$ cat config.mk
export PLATFORM = sky130hd
export DESIGN_NAME = instr_loader_flat
export DESIGN_NICKNAME = d
export VERILOG_FILES = /design/src/rtl/fabric_pkg.sv /design/src/rtl/instr_loader_pkg.sv /design/src/rtl/instr_loader_if.sv /design/src/rtl/instr_loader_fifo.sv /design/src/rtl/instr_loader.sv /design/src/flat_wrapper.sv
export SDC_FILE = /design/constraint.sdc
export NUM_CORES = 1
export LEC_CHECK = 0
export CORE_MARGIN = 2
export CORE_UTILIZATION = 60
export DETAILED_ROUTE_END_ITERATION = 12
export HOLD_SLACK_MARGIN = 0.12
export PLACE_DENSITY = 0.78
export SYNTH_ARGS = -nofsm -noshare
export SYNTH_HDL_FRONTEND = slang
export SYNTH_HIERARCHICAL = 1
export SYNTH_SLANG_ARGS = --single-unit
$ cat constraint.sdc
create_clock -name clk -period 13.5 [get_ports clk]
set_input_delay 1.35 -clock clk [delete_from_list [all_inputs] [get_ports clk]]
set_output_delay 1.35 -clock clk [all_outputs]
set_load 0.03 [all_outputs]
$ cat src/rtl/fabric_pkg.sv
// rtl/fabric_pkg.sv - fabric-wide instruction field widths shared by row-facing blocks
package fabric_pkg;
    localparam int INSTR_DATA_WIDTH = 32;
    localparam int INSTR_ADDR_WIDTH = 6;
    localparam int INSTR_HOPS_WIDTH = 4;
endpackage

$ cat src/rtl/instr_loader_pkg.sv
// rtl/instr_loader_pkg.sv - state encoding and buffered instruction word for instr_loader
package instr_loader_pkg;
    typedef enum logic [2:0] {
        IDLE      = 3'd0,
        SEND      = 3'd1,
        CALL      = 3'd2,
        WAIT_BUSY = 3'd3,
        WAIT_DONE = 3'd4
    } state_t;

    // One instruction as it travels down the row chain.
    typedef struct packed {
        logic [fabric_pkg::INSTR_DATA_WIDTH-1:0] data;
        logic [fabric_pkg::INSTR_ADDR_WIDTH-1:0] addr;
        logic [fabric_pkg::INSTR_HOPS_WIDTH-1:0] hops;
    } instr_t;
endpackage

$ cat src/rtl/instr_loader_if.sv
// rtl/instr_loader_if.sv - host push bus into the instruction loader
interface instr_loader_if #(
    parameter int DATA_W = fabric_pkg::INSTR_DATA_WIDTH,
    parameter int ADDR_W = fabric_pkg::INSTR_ADDR_WIDTH,
    parameter int HOPS_W = fabric_pkg::INSTR_HOPS_WIDTH
);
    logic              host_valid;
    logic              host_ready;
    logic [DATA_W-1:0] host_data;
    logic [ADDR_W-1:0] host_addr;
    logic [HOPS_W-1:0] host_hops;

    // Host logic side: offers words.
    modport master (
        output host_valid, host_data, host_addr, host_hops,
        input  host_ready
    );

    // Loader side: accepts words.
    modport slave (
        input  host_valid, host_data, host_addr, host_hops,
        output host_ready
    );
endinterface

$ cat src/rtl/instr_loader_fifo.sv
// rtl/instr_loader_fifo.sv - single-clock FIFO of instruction words with occupancy count
module instr_fifo
    import instr_loader_pkg::*;
#(
    parameter int DEPTH = 16
) (
    input  logic                     clk,
    input  logic                     rst_n,
    input  logic                     push_i,
    input  instr_t                   push_data_i,
    input  logic                     pop_i,
    output instr_t                   pop_data_o,
    output logic                     full_o,
    output logic                     empty_o,
    output logic [$clog2(DEPTH):0]   count_o
);
    localparam int AW = $clog2(DEPTH);

    instr_t        mem_q [DEPTH];
    logic [AW:0]   wr_ptr_q;
    logic [AW:0]   rd_ptr_q;

    // The extra pointer bit makes wr-rd the exact occupancy, so full and empty never alias.
    assign count_o    = wr_ptr_q - rd_ptr_q;
    assign full_o     = (count_o == (AW+1)'(DEPTH));
    assign empty_o    = (wr_ptr_q == rd_ptr_q);
    assign pop_data_o = mem_q[rd_ptr_q[AW-1:0]];

    // Pointer advance; pushes when full and pops when empty are dropped.
    always_ff @(posedge clk or negedge rst_n) begin
        if (!rst_n) begin
            wr_ptr_q <= '0;
            rd_ptr_q <= '0;
        end else begin
            if (push_i && !full_o)
                wr_ptr_q <= wr_ptr_q + 1'b1;
            if (pop_i && !empty_o)
                rd_ptr_q <= rd_ptr_q + 1'b1;
        end
    end

    // Storage write; contents need no reset because the pointers define validity.
    always_ff @(posedge clk) begin
        if (push_i && !full_o)
            mem_q[wr_ptr_q[AW-1:0]] <= push_data_i;
    end
endmodule

$ cat src/rtl/instr_loader.sv
// rtl/instr_loader.sv - buffers host instructions, streams them to a fabric row, then runs call/ret
module instr_loader
    import instr_loader_pkg::*;
#(
    parameter int INSTR_DATA_WIDTH = fabric_pkg::INSTR_DATA_WIDTH,
    parameter int INSTR_ADDR_WIDTH = fabric_pkg::INSTR_ADDR_WIDTH,
    parameter int INSTR_HOPS_WIDTH = fabric_pkg::INSTR_HOPS_WIDTH,
    parameter int FIFO_DEPTH       = 16,
    parameter int RET_TIMEOUT      = 15
) (
    input  logic                        clk,
    input  logic                        rst_n,
    instr_loader_if.slave               host,
    input  logic                        start,
    output logic                        busy,
    output logic                        done,
    output logic                        timeout,
    output logic [$clog2(FIFO_DEPTH):0] fill,
    output logic [INSTR_DATA_WIDTH-1:0] instr_data_out,
    output logic [INSTR_ADDR_WIDTH-1:0] instr_addr_out,
    output logic [INSTR_HOPS_WIDTH-1:0] instr_hops_out,
    output logic                        instr_en_out,
    output logic                        call,
    input  logic                        ret
);
    localparam int FILL_W = $clog2(FIFO_DEPTH) + 1;
    localparam int TMR_W  = $clog2(RET_TIMEOUT + 1);

    state_t             state_q;
    logic [TMR_W-1:0]   timer_q;
    logic               call_q;
    logic               done_q;
    logic               timeout_q;
    logic               instr_en_q;
    instr_t             instr_q;

    logic               fifo_full;
    logic               fifo_empty;
    logic [FILL_W-1:0]  fifo_count;
    instr_t             fifo_head;
    instr_t             host_word;
    logic               push;
    logic               pop;

    assign host.host_ready = (state_q == IDLE) && !fifo_full;
    assign busy            = (state_q != IDLE);
    assign push            = host.host_valid && host.host_ready;
    assign pop             = (state_q == SEND) && !fifo_empty;
    assign host_word       = '{data: host.host_data, addr: host.host_addr, hops: host.host_hops};

    instr_fifo #(
        .DEPTH (FIFO_DEPTH)
    ) u_fifo (
        .clk         (clk),
        .rst_n       (rst_n),
        .push_i      (push),
        .push_data_i (host_word),
        .pop_i       (pop),
        .pop_data_o  (fifo_head),
        .full_o      (fifo_full),
        .empty_o     (fifo_empty),
        .count_o     (fifo_count)
    );

    // Launch FSM: stream the frozen batch, pulse call, then follow ret low-then-high or time out.
    always_ff @(posedge clk or negedge rst_n) begin
        if (!rst_n) begin
            state_q    <= IDLE;
            timer_q    <= '0;
            call_q     <= 1'b0;
            done_q     <= 1'b0;
            timeout_q  <= 1'b0;
            instr_en_q <= 1'b0;
            instr_q    <= '0;
        end else begin
            call_q     <= 1'b0;
            done_q     <= 1'b0;
            timeout_q  <= 1'b0;
            instr_en_q <= 1'b0;
            instr_q    <= '0;
            case (state_q)
                IDLE: begin
                    // A word pushed in the start cycle belongs to this batch.
                    if (start)
                        state_q <= (!fifo_empty || push) ? SEND : CALL;
                end
                SEND: begin
                    instr_en_q <= !fifo_empty;
                    instr_q    <= fifo_empty ? '0 : fifo_head;
                    if (fifo_count <= FILL_W'(1))
                        state_q <= CALL;
                end
                CALL: begin
                    call_q  <= 1'b1;
                    timer_q <= '0;
                    state_q <= WAIT_BUSY;
                end
                WAIT_BUSY: begin
                    if (!ret) begin
                        state_q <= WAIT_DONE;
                    end else if (timer_q == TMR_W'(RET_TIMEOUT)) begin
                        done_q    <= 1'b1;
                        timeout_q <= 1'b1;
                        state_q   <= IDLE;
                    end else begin
                        timer_q <= timer_q + 1'b1;
                    end
                end
                WAIT_DONE: begin
                    if (ret) begin
                        done_q  <= 1'b1;
                        state_q <= IDLE;
                    end
                end
                default: state_q <= IDLE;
            endcase
        end
    end

    assign fill           = fifo_count;
    assign call           = call_q;
    assign done           = done_q;
    assign timeout        = timeout_q;
    assign instr_en_out   = instr_en_q;
    assign instr_data_out = instr_q.data;
    assign instr_addr_out = instr_q.addr;
    assign instr_hops_out = instr_q.hops;
endmodule

$ cat src/flat_wrapper.sv
// flat-port wrapper written by rule: the top's interface ports become plain ports
module instr_loader_flat import instr_loader_pkg::*;
#(
    parameter int INSTR_DATA_WIDTH = fabric_pkg::INSTR_DATA_WIDTH,
    parameter int INSTR_ADDR_WIDTH = fabric_pkg::INSTR_ADDR_WIDTH,
    parameter int INSTR_HOPS_WIDTH = fabric_pkg::INSTR_HOPS_WIDTH,
    parameter int FIFO_DEPTH       = 16,
    parameter int RET_TIMEOUT      = 15
)
  (clk, rst_n, start, busy, done, timeout, fill, instr_data_out, instr_addr_out, instr_hops_out, instr_en_out, call, ret, host_host_valid, host_host_data, host_host_addr, host_host_hops, host_host_ready);
  instr_loader_if host_i ();
  input  logic clk;
  input  logic rst_n;
  input  logic start;
  output logic busy;
  output logic done;
  output logic timeout;
  output logic [$clog2(FIFO_DEPTH):0] fill;
  output logic [INSTR_DATA_WIDTH-1:0] instr_data_out;
  output logic [INSTR_ADDR_WIDTH-1:0] instr_addr_out;
  output logic [INSTR_HOPS_WIDTH-1:0] instr_hops_out;
  output logic instr_en_out;
  output logic call;
  input  logic ret;
  input wire logic [$bits(host_i.host_valid)-1:0] host_host_valid;
  input wire logic [$bits(host_i.host_data)-1:0] host_host_data;
  input wire logic [$bits(host_i.host_addr)-1:0] host_host_addr;
  input wire logic [$bits(host_i.host_hops)-1:0] host_host_hops;
  output wire logic [$bits(host_i.host_ready)-1:0] host_host_ready;
  assign host_i.host_valid = host_host_valid;
  assign host_i.host_data = host_host_data;
  assign host_i.host_addr = host_host_addr;
  assign host_i.host_hops = host_host_hops;
  assign host_host_ready = host_i.host_ready;
  instr_loader #(.INSTR_DATA_WIDTH(INSTR_DATA_WIDTH), .INSTR_ADDR_WIDTH(INSTR_ADDR_WIDTH), .INSTR_HOPS_WIDTH(INSTR_HOPS_WIDTH), .FIFO_DEPTH(FIFO_DEPTH), .RET_TIMEOUT(RET_TIMEOUT)) u_core (.clk(clk), .rst_n(rst_n), .host(host_i), .start(start), .busy(busy), .done(done), .timeout(timeout), .fill(fill), .instr_data_out(instr_data_out), .instr_addr_out(instr_addr_out), .instr_hops_out(instr_hops_out), .instr_en_out(instr_en_out), .call(call), .ret(ret));
endmodule
* Word level (Yosys, flattened, before mapping) *
Memory sizes are Yosys's and may differ from the RTL's.
Index checks and enable logic that the tools add are counted.

word-level totals
  input port bits = 47
  register bits = 63
  memories kept = 1
  output and inout port bits = 53
  memory bits (writable) = 672

memories
  memory               depth  bits a word  rd ports  clocked after Yosys merged registers in  wr ports  RTL line                 source
  u_core.u_fifo.mem_q  16     42           1         0                                        1         instr_loader_fifo.sv:19  instr_t mem_q [DEPTH];

cells by class
  reduce and logical (&&, ||, !) cells = 13
  magnitude comparators = 1
  add/subtract/negate cells = 4
  muxes and demuxes = 21
  eq/ne operators = 13

operators with widths
  cell                                                                      number
  42-bit two-way mux                                                        2
  3-bit two-way mux                                                         5
  3-bit case mux with 5 select lines                                        1
  5-bit by 1-bit adder with 5-bit output (second input constant)            2
  2-bit inequality test (second input constant)                             5
  1-bit two-way mux                                                         8
  4-bit two-way mux                                                         2
  4-bit case mux with 2 select lines                                        1
  3-bit by 2-bit == test with 1-bit output (second input constant)          2
  5-bit == test                                                             1
  5-bit == test (second input constant)                                     1
  5-bit by 1-bit <= comparator with 1-bit output (second input constant)    1
  1-bit logical AND                                                         5
  5-bit subtractor                                                          1
  4-bit by 1-bit adder with 4-bit output (second input constant)            1
  4-bit == test (second input constant)                                     1
  4-bit AND reduction                                                       1
  3-bit by 1-bit == test with 1-bit output (second input constant)          1
  3-bit == test (second input constant)                                     1
  3-bit logical NOT                                                         1
  3-bit by 2-bit inequality test with 1-bit output (second input constant)  1
  3-bit AND reduction                                                       1
  3-bit nonzero test                                                        1
  1-bit logical NOT                                                         2
  4 further kinds                                                           4

* Depth between registers and ports, before layout *
Gate-level depths: netlist (run 1).

  word-level depth = 9
  mapped depth = 14
  gate-level depth less buffers = 13

* Cells and area by module *
The synthesis (run 1) kept the hierarchy.

by module, submodules not included
  module        area each (µm²)  cells each  instances
  instr_fifo    26258.9          1244        1
  instr_loader  1966.9           153         1

* Worst setup path after synthesis (run 1) *
No wires, ideal clock.

  path type = flip-flop to flip-flop
  start = register u_core.u_fifo.rd_ptr_q[2]
  end = memory u_core/u_fifo/mem_q[3][0] in the netlist's numbering (enable)
  buffers on the path = 3
  arrival = 6016 ps
  library setup time = 493 ps
  stages on the path, launching flop included = 14
  path slack = 6991 ps
  period minus slack after synthesis = 6509 ps
  cells stage by stage = dfrtp_1 > buf_2 > buf_2 > clkinv_1 > clkbuf_1 > ha_1 > xor2_1 > nor3_1 > o2111ai_2 > inv_2 > nor2b_1 > nor2b_1 > nand3_1 > nor3_1

between the ends
  cells in the longest elaborated chain, start to end = 8

RTL lines
  item                                     RTL line                 source
  start, declared                          instr_loader_fifo.sv:21  logic [AW:0] rd_ptr_q;
  start signal, assigned                   instr_loader_fifo.sv:38  rd_ptr_q <= rd_ptr_q + 1'b1;
  5-bit subtractor                         instr_loader_fifo.sv:24  assign count_o = wr_ptr_q - rd_ptr_q;
  net fill[2]                              flat_wrapper.sv:18       output logic [$clog2(FIFO_DEPTH):0] fill;
  5-bit == test                            instr_loader_fifo.sv:25  assign full_o = (count_o == (AW+1)'(DEPTH));
  net u_core.fifo_full                     instr_loader.sv:37       logic fifo_full;
  1-bit logical NOT                        instr_loader.sv:45       assign host.host_ready = (state_q == IDLE) && !fifo_full;
  1-bit logical AND                        instr_loader.sv:45
  1-bit logical AND                        instr_loader.sv:47       assign push = host.host_valid && host.host_ready;
  net u_core.push                          instr_loader.sv:42       logic push;
  1-bit logical AND                        instr_loader_fifo.sv:44  if (push_i && !full_o)
  1-bit two-way mux                        instr_loader_fifo.sv:44
  1-bit two-way mux (not written as such)  instr_loader_fifo.sv:45  mem_q[wr_ptr_q[AW-1:0]] <= push_data_i;
  end, declared                            instr_loader_fifo.sv:19

The timed path passes the listed nets, and every way through them passes these cells.

* Worst setup path after layout (run 1) *
  start = register u_core.u_fifo.rd_ptr_q[0]
  end = memory u_core/u_fifo/mem_q[12][30] in the netlist's numbering (enable)

between the ends
  cells in the longest elaborated chain, start to end = 8

RTL lines
  item                                     RTL line
  5-bit subtractor                         instr_loader_fifo.sv:24
  5-bit == test                            instr_loader_fifo.sv:25
  net u_core.fifo_full                     instr_loader.sv:37
  1-bit logical NOT                        instr_loader.sv:45
  1-bit logical AND                        instr_loader.sv:45
  1-bit logical AND                        instr_loader.sv:47
  net u_core.push                          instr_loader.sv:42
  1-bit logical AND                        instr_loader_fifo.sv:44
  1-bit two-way mux                        instr_loader_fifo.sv:44
  1-bit two-way mux (not written as such)  instr_loader_fifo.sv:45

The timed path passes the listed nets, and every way through them passes these cells.

==> results of run 1 <==
[logic make-up (layout without fill, tap and decap cells)]
logic type	Yosys count	after routing	synth area share (%)
compound gates	63	63	1.450
xor+xnor	10	10	0.3103
fa+ha+maj	11	11	0.5142
buf+inv	82	267	1.649
flops	735	735	77.08
mux	169	169	13.44
simple gates	327	327	5.554
[per-stage QoR]
| step | cells | util, % |
|---|---|---|
| finish | 2189 | 69.45 |
| global route | 2189 | 69.45 |
| CTS | 2189 | 69.45 |
| detailed placement | 2059 | 64.33 |
| global placement | 2059 | 64.33 |
| floorplan | 1397 | - |
[registers in the layout (all words and copies together) (netlist names)]
name and flops:
u_core/done 1, u_core/state_q 3, u_core/timeout 1, u_core/instr_hops_out 4, u_core/instr_data_out 32, u_core/u_fifo/wr_ptr_q 5, u_core/instr_addr_out 6, u_core/call 1
u_core/u_fifo/rd_ptr_q 5, u_core/instr_en_out 1, u_core/u_fifo/mem_q 672, u_core/timer_q 4
[final cells by class]
type	count	area, um^2
repair buffers	128	1219
fillers	2708	14190
multi-input cells	580	6107
flip-flops and latches	735	21770
clock inverters	37	381.6
clock buffers	93	1993
inverters	9	33.78
well taps	607	759.5
[worst paths after layout]
check	start	end	slack, ps	depth (start not counted)
min in group asynchronous	rst_n	u_core/instr_addr_out[2]	920	1
worst min register to register	u_core/u_fifo/rd_ptr_q[4]	u_core/u_fifo/rd_ptr_q[4]	490	1
worst max-delay path	u_core/u_fifo/rd_ptr_q[0]	u_core/u_fifo/mem_q[12][30]	8400	12
worst min-delay path	u_core/u_fifo/rd_ptr_q[4]	u_core/u_fifo/rd_ptr_q[4]	490	1
max in group asynchronous	rst_n	u_core/u_fifo/rd_ptr_q[1]	11840	1
worst max register to register	u_core/u_fifo/rd_ptr_q[0]	u_core/u_fifo/mem_q[12][30]	8400	12
[power groups by stage]
stage	sequential [W]	combinational (W)	clock [W]
finish	0.00276	0.00185	0.00201
global placement	0.00279	0.00180	0
floorplan	0.00278	0.00134	0
global route	0.00277	0.00197	0.00212
detailed placement	0.00280	0.00182	0
CTS	0.00276	0.00186	0.00204
[cell usage after synthesis, types with 2 or more instances]
library cell	n
a31oi_1	43
xnor2_1	5
edfxtp_1	672
nor3_1	5
clkbuf_1	31
and3_1	43
ha_1	10
nand2b_1	4
buf_2	11
a21boi_0	2
buf_4	13
nand2_1	178
or3_1	2
clkinv_1	2
o31ai_1	2
buf_6	6
and2_1	44
dfrtp_1	63
a21oi_1	6
xor2_1	5
nor2_1	22
nor2b_1	5
mux4_2	168
nand4_1	7
o21ai_0	3
buf_8	3
nand3_1	8
inv_1	6
buf_1	8
[per-layer routing]
layer	track usage (%)	share of wire (%)	routed length [um]
met4	8.833	2.7	1679
met3	4.395	8.7	5372
met5	0	0	0
met1	35.81	38	23390
met2	42.10	51	31080
[worst max-delay path: stages (launching register included)]
cell and delay (ps):
dfrtp_4 880, ha_1 280, inv_1 60, fa_1 400
xor2_1 260, nor3_1 90, o2111ai_2 180, inv_2 140
nor2b_1 170, nor2b_1 480, nand3_1 450, nor2_4 740
buf_4 580
==> metrics.md, run 1 <==
| Metric | Value |
|---|---|
| Number of remaining DRC errors | `0` |
| Hold buffers post-CTS | `0` |
| CTS tree | `yes` |
| Drt wl/cell | `between 20 and 30 um` |
| P_leak | `roughly 11 nW` |
| Critical Path Start Type | `flop` |
| H-tree depth | `3` |
| First-pass GRT wire length | `93.25 mm` |
| Deepest clock path buffer count | `3` |
| Final Cycle Share | `37.79%` |
| Post-route cell area | `32260 um^2` |
| Status | `complete, no violations` |
| Critical Path Fanout Max | `35` |
| Share of cells above drive strength 1 | `about a fifth` |
| Post-Route Setup TNS | `0 ps` |
| Remaining Overflow, GRT | `0` |
| RSZ-0062 raised after global routing | `no` |
| Commonest non-fill, non-tap cells in the layout | `672 x edfxtp_1, 178 x nand2_1, 168 x mux4_2` |
| Type of the most critical hold path | `flop to flop` |
| Clk_lat worst skew | `around 600 ps` |
| Post-synth cell types | `between 40 and 50` |
| Worst-path clk slew | `approximately 60 ps` |
| Area grow syn2layout | `14.30%` |
| Post-CTS Resized | `0` |
| Area leader, netlist | `edfxtp_1` |
| Initial DRC Count | `about 1600` |
| Worst setup margin | `8398 ps` |
| Vias in the first global route | `14825` |
| Worst Clk Skew | `30.95 ps` |
| Worst-margin pin slew | `~1000 ps` |
| Power share of the sequential group | `approximately two fifths` |
| Mapped Area | `28230 um^2` |
| RD Place Congestion | `slightly below 0.8` |
| Logic gate share of total power | `about 28%` |
| Port buffer count | `99` |
| Post-synth ARST share | `under 10%` |
| Arr. time, crit path | `about 5300 ps` |
| Post-synth EDFFs | `roughly 670` |
| Most common cell after layout, fill and taps aside | `edfxtp_1` |
| Die W | `about 220 um` |
| Hpwl dp | `approximately 30 mm` |
| Mapped Cells | `1397` |
| Max IR drop VDD | `285.4 uV` |
| Routed WL | `between 60 and 70 mm` |
| Hold Fails Final Rpt | `0` |
| Post-DRT Antenna Nets | `0` |
| Crit path kind | `flop to flop` |
| Top post-synthesis cells by area | `edfxtp_1 71%, mux4_2 13%, dfrtp_1 5.6%, nand2_1 2.4%, and2_1 0.98%` |
| Worst endpoint required time | `~14000 ps` |
| Synth top area share | `between 70% and 80%` |
| Post-synthesis sequential area ratio | `a little under 80%` |
| Std-Cell Core Area | `46460 um^2` |
| Initial Utilization | `60.76%` |
| DP Area | `about 30000 um^2` |
| Routed via count | `around 14000` |
| Syn Nets | `around 1500` |
| Clock period minus worst slack | `roughly 5000 ps` |
| NetSw | `0.001998 W` |
| Num ports | `100` |
| Chip Height | `approximately 220 um` |
| Clk root buf | `clkbuf_16` |
| Postcts setup bufs | `0` |
| CP endpoint kind | `flop` |
| # nets final | `about 1600` |
| # rows | `around 80` |
| DRT Pass-1 Iters | `7` |
| Largest net degree at the start of global routing | `104` |
| Setup WS pre-CTS | `around 8500 ps` |
| Ant. Diodes | `0` |
| Pwr Density | `~210 nW/um^2` |
| Vias per Instance | `about 6.5` |
| Num CTS Buffers | `72` |
| Warnings from Yosys | `6` |
| Main flop type after synthesis | `edfxtp_1` |
| All-Layer GR Usage | `roughly 26%` |
| Hold WS | `490.1 ps` |
| Max Cap Violations | `0` |
| Count of final max-slew check failures | `0` |
| Clk sinks | `735` |
| Setup Viol. Count Final | `0` |
| Clock Power Share | `between 30% and 40%` |
| Slew margin rel. | `around a third` |
| Initial antenna violation count | `0` |
| Tot Pwr | `0.006616 W` |
| Sw Ratio | `between 30% and 40%` |
| Fmax | `roughly 0.20 GHz` |
| Flops & latches, synth | `about 740` |
| Internal Power | `about 0.0046 W` |
| Die area | `approximately 50000 um^2` |
| Synthesized area per cell | `around 20 um^2` |
No activity file was read; power rests on OpenSTA's default activity.
==> run 2, diff against run 1 <==
--- a/config.mk
+++ b/config.mk
@@ -6,10 +6,10 @@
 export NUM_CORES = 1
 export LEC_CHECK = 0
 export CORE_MARGIN = 2
-export CORE_UTILIZATION = 60
+export CORE_UTILIZATION = 55
 export DETAILED_ROUTE_END_ITERATION = 12
 export HOLD_SLACK_MARGIN = 0.12
-export PLACE_DENSITY = 0.78
+export PLACE_DENSITY = 0.76
 export SYNTH_ARGS = -nofsm -noshare
 export SYNTH_HDL_FRONTEND = slang
 export SYNTH_HIERARCHICAL = 1
==> constraint.sdc (replaced) <==
create_clock -name clk -period 4.6 [get_ports clk]
set_input_delay 0.46 -clock clk [delete_from_list [all_inputs] [get_ports clk]]
set_output_delay 0.46 -clock clk [all_outputs]
set_load 0.03 [all_outputs]
==> run 2 against run 1 <==
  * Die area rose by 8.9%
  * Worst hold slack got worse by 130 ps
  * Clock skew decreased by 8.3 ps
  * Combinational power increased to 3.1 times the previous value
  * Non-clock buffer count increased by 20
  * Critical path depth up 1
  * Largest cell class unchanged
==> metrics.md, run 2 (synthesized netlist as in run 1, its figures left out) <==
| Metric | Value |
|---|---|
| Clk_lat worst skew | `610 ps (about the same)` |
| Critical Path, Cell by Cell | `inv_1 > ha_1 > inv_1 > fa_1 > xor2_2 > nor3_1 > o2111ai_2 > inv_2 > nor2b_1 > nor2b_1 > nand3_1 > nor2_4 > buf_12` |
| Max Cap Violations | `0 (unchanged)` |
| R2r setup slk | `380 ps (-8020 ps)` |
| First-pass GRT wire length | `93.49 mm (+0.26%)` |
| Std-Cell Core Area | `50990 um^2 (+9.8%)` |
| Initial DRC Count | `1446 (-10%)` |
| Postcts setup bufs | `0 (unchanged)` |
| Worst endpoint required time | `4890 ps (-8840 ps)` |
| Count of final max-slew check failures | `0 (unchanged)` |
| Post-Route Setup TNS | `0 ps (unchanged)` |
| Die area | `53150 um^2 (+8.9%)` |
| RD Place Congestion | `0.8606 (+11%)` |
| Drt wl/cell | `27.13 um (-3.5%)` |
| Remaining Overflow, GRT | `0 (unchanged)` |
| Worst Setup SP | `u_core/u_fifo/wr_ptr_q[0]` |
| Post-DRT Antenna Nets | `0 (unchanged)` |
| Port buffer count | `99 (unchanged)` |
| Most common cell after layout, fill and taps aside | `edfxtp_1` |
| Vias per Instance | `6.175 (-4.3%)` |
| CP max stage cell | `nor2_4` |
| Seq. cell area | `21770 um^2 (unchanged)` |
| Met3 Use GR | `5.237% (+0.84 points)` |
| Deepest clock path buffer count | `3 (unchanged)` |
| Largest register FFs | `672 (unchanged)` |
| RSZ-0062 raised after global routing | `no` |
| Commonest non-fill, non-tap cells in the layout | `672 x edfxtp_1, 178 x nand2_1, 168 x mux4_2` |
| P_leak | `10.77 nW (+0.73%)` |
| Worst-margin pin slew | `1027 ps (+24.41 ps)` |
| Vias in the first global route | `14907 (+0.55%)` |
| Grt met1 use | `33.22% (-2.6 points)` |
| Critical Path Fanout Max | `17 (-51%)` |
| Multi-input gate area | `6140 um^2 (+0.53%)` |
| Critical Path Start Type | `flop` |
| # nets final | `1605 (+1.3%)` |
| Num ports | `100 (unchanged)` |
| Crit path kind | `flop to flop` |
| Clk sinks | `735 (unchanged)` |
| DRT Pass-1 Iters | `5 (-2)` |
| Hpwl dp | `32.00 mm (+6.2%)` |
| Die W | `230.5 um (+4.4%)` |
| All-Layer GR Usage | `24.15% (-1.6 points)` |
| Initial antenna violation count | `3 (+3)` |
| Area grow syn2layout | `15.27%` |
| Share of cells above drive strength 1 | `21.32% (about the same)` |
| Max IR drop VDD | `541.5 uV (+90%)` |
| Hold WS | `361.1 ps (-129.1 ps)` |
| Hold Fails Final Rpt | `0 (unchanged)` |
| # rows | `83 (+5.1%)` |
| Fmax | `0.2371 GHz (+21%)` |
| H-tree depth | `3 (unchanged)` |
| CP endpoint kind | `flop` |
| Final Cycle Share | `91.69% (+54 points)` |
| Slew margin rel. | `31.51% (-1.6 points)` |
| Initial Utilization | `55.36% (-5.4 points)` |
| Clk root buf | `clkbuf_16` |
| Met2 usage | `38.93% (-3.2 points)` |
| Most used routing layer | `met2` |
| Reg-to-Reg Start | `u_core/u_fifo/wr_ptr_q[0]` |
| Status | `complete, no violations` |
| Filler cells | `3305 (+22%)` |
| Worst Clk Skew | `22.67 ps (-8.275 ps)` |
| Arr. time, crit path | `4510 ps (-820 ps)` |
| Tot Pwr | `0.01946 W (+190%)` |
| Chip Height | `230.5 um (+4.4%)` |
| Clock period minus worst slack | `4218 ps (-884.2 ps)` |
| Type of the most critical hold path | `primary input to async pin` |
| CTS tree | `yes` |
| Routed via count | `14122 (-0.057%)` |
| Routed WL | `62.05 mm (+0.86%)` |
| Pwr Density | `598.2 nW/um^2 (+190%)` |
| Worst r2r dst | `u_core/u_fifo/mem_q[9][25]` |
| Largest stage delay, worst path | `670 ps (-210 ps)` |
| Num CTS Buffers | `73 (+1.4%)` |
| Worst-path clk slew | `60 ps (about the same)` |
| Setup Viol. Count Final | `0 (unchanged)` |
| FF-to-FF path depth | `13 (+1)` |
| Number of remaining DRC errors | `0 (unchanged)` |
| Largest net degree at the start of global routing | `85 (-18%)` |
## run 2: cell count changes in the layout (fill, tap and decap cells not counted), sizes merged
cell         previous run  this run
clkinvlp                3         1
clkinv                 25        20
dlygate4sd3             0         1
inv                    11        12
clkbuf                 93       100
diode                   0         3
bufinv                  7         8
buf                    30        49
## run 2: worst max path at each step
| stage | endpoint | slack, ps | cells after the start |
|---|---|---|---|
| finish | u_core/u_fifo/mem_q[9][25] | 380 | 13 |
| detailed placement | u_core/u_fifo/mem_q[9][0] | 490 | 13 |
| global placement | u_core/u_fifo/mem_q[9][36] | 690 | 13 |
| floorplan | u_core/u_fifo/mem_q[7][0] | 30 | 13 |
| global route | u_core/u_fifo/mem_q[9][30] | 170 | 13 |
| CTS | u_core/u_fifo/mem_q[9][30] | 480 | 13 |
## run 2: through the flow
step	utilization (%)	worst slack (ps)	instance area, um^2	instances
3_5_place_dp	59.16	489.4	30170	2151
5_1_grt	63.81	169.9	32540	2287
4_1_cts	63.79	479.0	32530	2284
3_3_place_gp	59.16	693.4	30170	2151
6_report	63.81	382.5	32540	2287
2_1_floorplan	-	26.15	28310	1397
## run 2: repair_timing
item | CTS | global route
hold buffers | 1 | 0
endpoints found under the hold margin | 22 | 0
resized for setup | 0 | 0
## run 2: area by class of cell
class | count | share of cell area, %
Sequential cell | 735 | 66.91
Multi-Input combinational cell | 580 | 18.87
Clock buffer | 100 | 6.088
Timing Repair Buffer | 148 | 4.253
Tap cell | 680 | 2.615
Clock inverter | 32 | 1.138
Inverter | 9 | 0.1038
Antenna cell | 3 | 0.02307
## run 2: layer usage
layer  vias to the layer above  part of all wire, %
met5                         -                0.013
met4                         2                  2.4
met3                        93                  8.7
met2                       682                   50
met1                      7453                   39
li1                       5892                    -
## run 2: critical path, delay by kind of cell, from the launching register on
family / cells / cell delay (ps)
and+or+nand+nor: 5 / 1810
buffers and inverters: 4 / 620
adders and majority gates: 2 / 620
DFF: 1 / 450
xor gates and xnor gates: 1 / 240
AOI/OAI and AO/OA: 1 / 180
## run 2: power breakdown
part / internal [W] / leakage, nW / switching [W] / total, W
clock: 0.00347 / 1.14 / 0.00239 / 0.00587
combinational: 0.00242 / 2.75 / 0.00328 / 0.00570
sequential: 0.00772 / 6.88 / 0.000178 / 0.00790
==> run 3, diff against run 2 <==
--- a/config.mk
+++ b/config.mk
@@ -5,11 +5,12 @@
 export SDC_FILE = /design/constraint.sdc
 export NUM_CORES = 1
 export LEC_CHECK = 0
-export CORE_MARGIN = 2
-export CORE_UTILIZATION = 55
+export CORE_MARGIN = 4
+export CORE_UTILIZATION = 57
 export DETAILED_ROUTE_END_ITERATION = 12
+export DONT_BUFFER_PORTS = 1
 export HOLD_SLACK_MARGIN = 0.12
-export PLACE_DENSITY = 0.76
+export PLACE_DENSITY = 0.75
 export SYNTH_ARGS = -nofsm -noshare
 export SYNTH_HDL_FRONTEND = slang
 export SYNTH_HIERARCHICAL = 1
==> run 3 against run 2 <==
  * Register-to-register slack improved by 40 ps
  * Die area about the same
  * First-iteration DRC count increased by 16%
  * Largest power group unchanged
  * Wire length decreased by 2.8%
  * Critical path type unchanged
==> metrics.md, run 3 (synthesized netlist as in run 1, its figures left out) <==
| Metric | Value |
|---|---|
| Fmax | `0.2395 GHz (+1.0%)` |
| Worst r2r dst | `u_core/u_fifo/mem_q[10][30]` |
| Setup Viol. Count Final | `0 (unchanged)` |
| Status | `complete, no violations` |
| Worst-path clk slew | `60 ps (about the same)` |
| Chip Height | `230.5 um (about the same)` |
| Routed wl met3 | `5.070 mm (-6.5%)` |
| Post-Route Setup TNS | `0 ps (unchanged)` |
| Drt wl/cell | `27.20 um (+0.26%)` |
| Die W | `230.5 um (about the same)` |
| Num ports | `100 (unchanged)` |
| Routed WL | `60.34 mm (-2.8%)` |
| Worst-margin pin slew | `1102 ps (+75.20 ps)` |
| Worst Hold Path Cells | `2` |
| Routed met1 length | `23.92 mm (-1.9%)` |
| R2r setup slk | `420 ps (+40 ps)` |
| RSZ-0062 raised after global routing | `no` |
| Port buffer count | `0 (-100%)` |
| Hold buffers post-CTS | `46 (+45)` |
| CP endpoint kind | `flop` |
| Worst Clk Skew | `17.95 ps (-4.722 ps)` |
| Largest net degree at the start of global routing | `123 (+45%)` |
| Num CTS Buffers | `72 (-1.4%)` |
| Hpwl dp | `30.94 mm (-3.3%)` |
| Vias in the first global route | `14663 (-1.6%)` |
| All-Layer GR Usage | `23.45% (-0.70 points)` |
| DRT Pass-1 Iters | `7 (+2)` |
| # nets final | `1547 (-3.6%)` |
| Clk sinks | `735 (unchanged)` |
| FF-to-FF path depth | `14 (+1)` |
| Std-Cell Core Area | `48950 um^2 (-4.0%)` |
| Worst endpoint required time | `4890 ps (about the same)` |
| Remaining Overflow, GRT | `0 (unchanged)` |
| Type of the most critical hold path | `primary input to flop` |
| Hold Fails Final Rpt | `0 (unchanged)` |
| Clock period minus worst slack | `4176 ps (-41.88 ps)` |
| Vias per Instance | `6.220 (+0.72%)` |
| Max IR drop VDD | `540.6 uV (-0.18%)` |
| Largest register FFs | `672 (unchanged)` |
| Pwr Density | `592.6 nW/um^2 (-0.94%)` |
| Postcts setup bufs | `0 (unchanged)` |
| Max Cap Violations | `0 (unchanged)` |
| Worst min-delay path endpoint | `u_core/state_q[1]` |
| Worst Setup SP | `u_core/u_fifo/wr_ptr_q[0]` |
| Critical Path Start Type | `flop` |
| RD Place Congestion | `0.7499 (-13%)` |
| H-tree depth | `3 (unchanged)` |
| Initial DRC Count | `1678 (+16%)` |
| Area grow syn2layout | `12.87%` |
| Critical Path Fanout Max | `32 (+15)` |
| Top routing layer in use | `met5` |
| Initial Utilization | `57.66% (+2.3 points)` |
| Share of cells above drive strength 1 | `22.01% (+0.69 points)` |
| Number of remaining DRC errors | `0 (unchanged)` |
| Deepest clock path buffer count | `3 (unchanged)` |
| Clk root buf | `clkbuf_16` |
| Clk_lat worst skew | `620 ps (about the same)` |
| Post-DRT Antenna Nets | `0 (unchanged)` |
| Routed via count | `13795 (-2.3%)` |
| # rows | `81 (-2.4%)` |
| CTS tree | `yes` |
| Arr. time, crit path | `4460 ps (-50 ps)` |
| Min-delay src | `start` |
| Reg-to-Reg Start | `u_core/u_fifo/wr_ptr_q[0]` |
| Slew margin rel. | `26.50% (-5.0 points)` |
| Initial antenna violation count | `6 (+3)` |
| Die area | `53140 um^2 (about the same)` |
| Final Cycle Share | `90.78% (-0.91 points)` |
| Commonest non-fill, non-tap cells in the layout | `672 x edfxtp_1, 178 x nand2_1, 168 x mux4_2` |
| First-pass GRT wire length | `92.64 mm (-0.91%)` |
| Post-CTS Resized | `0 (unchanged)` |
| P_leak | `10.52 nW (-2.3%)` |
| DR WL met2 | `29.95 mm (-2.7%)` |
| Count of final max-slew check failures | `0 (unchanged)` |
| Most common cell after layout, fill and taps aside | `edfxtp_1` |
| Final Util | `65.08% (+1.3 points)` |
| Crit path kind | `flop to flop` |
## run 3: cell count changes in the layout (fill, tap and decap cells not counted), moves of 4 or more
| cell | change |
|---|---|
| buf_4 | -4 |
| clkinv_1 | +6 |
| clkdlybuf4s50_1 | -98 |
| bufinv_16 | -4 |
| dlygate4sd3_1 | +44 |
| clkbuf_1 | -5 |
## run 3: how the worst max path moves through the flow
stage | cells past startpoint | endpoint | slack (ps)
after floorplan | 13 | u_core/u_fifo/mem_q[7][0] | 30
after global placement | 14 | u_core/u_fifo/mem_q[10][21] | 590
after detailed placement | 14 | u_core/u_fifo/mem_q[10][24] | 460
after CTS | 14 | u_core/u_fifo/mem_q[10][33] | 420
after global routing | 14 | u_core/u_fifo/mem_q[1][18] | 170
final | 14 | u_core/u_fifo/mem_q[10][30] | 420
## run 3: critical path, cell delays in order (launching register included)
cell and delay (ps):
dfrtp_1 440, inv_1 130, ha_1 180, inv_1 60, fa_1 430, xor2_2 170
buf_4 190, nor3_1 80, o2111ai_2 180, inv_2 140, nor2b_1 170, nor2b_1 430
nand3_1 430, nor2_4 490, buf_12 310
## run 3: layer usage
metal	GRT usage [%]	vias to the layer above
li1	-	5783
met1	32.89	7287
met2	37.87	621
met3	4.923	100
met4	7.429	4
met5	0	-
## run 3: stage by stage
stage / setup slack (ps) / cell area [um^2] / total power, W / cells / hold WS, ps
2_1_floorplan: 26.15 / 28310 / 0.01213 / 1397 / 164.4
3_3_place_gp: 590.1 / 29140 / 0.01326 / 2033 / 167.3
3_5_place_dp: 460.4 / 29140 / 0.01331 / 2033 / 167.3
4_1_cts: 423.8 / 31850 / 0.01904 / 2213 / 130.8
5_1_grt: 171.1 / 31850 / 0.01977 / 2216 / 200.3
6_report: 424.3 / 31860 / 0.01888 / 2218 / 166.7
## run 3: layout make-up
| cell class | instances | area, um^2 |
|---|---|---|
| repair buffers | 91 | 840.8 |
| fillers | 3170 | 17090 |
| well taps | 664 | 830.8 |
| inverters | 9 | 33.78 |
| multi-input cells | 580 | 6140 |
| clock inverters | 42 | 345.3 |
| clock buffers | 92 | 1887 |
| flip-flops and latches | 735 | 21770 |
| diodes | 5 | 12.51 |
## run 3: report_power, final
part	internal, W	switching (W)	total (W)
clock	0.00316	0.00244	0.00560
sequential	0.00772	0.000397	0.00812
combinational	0.00218	0.00299	0.00517
total	0.0131	0.00583	0.0189
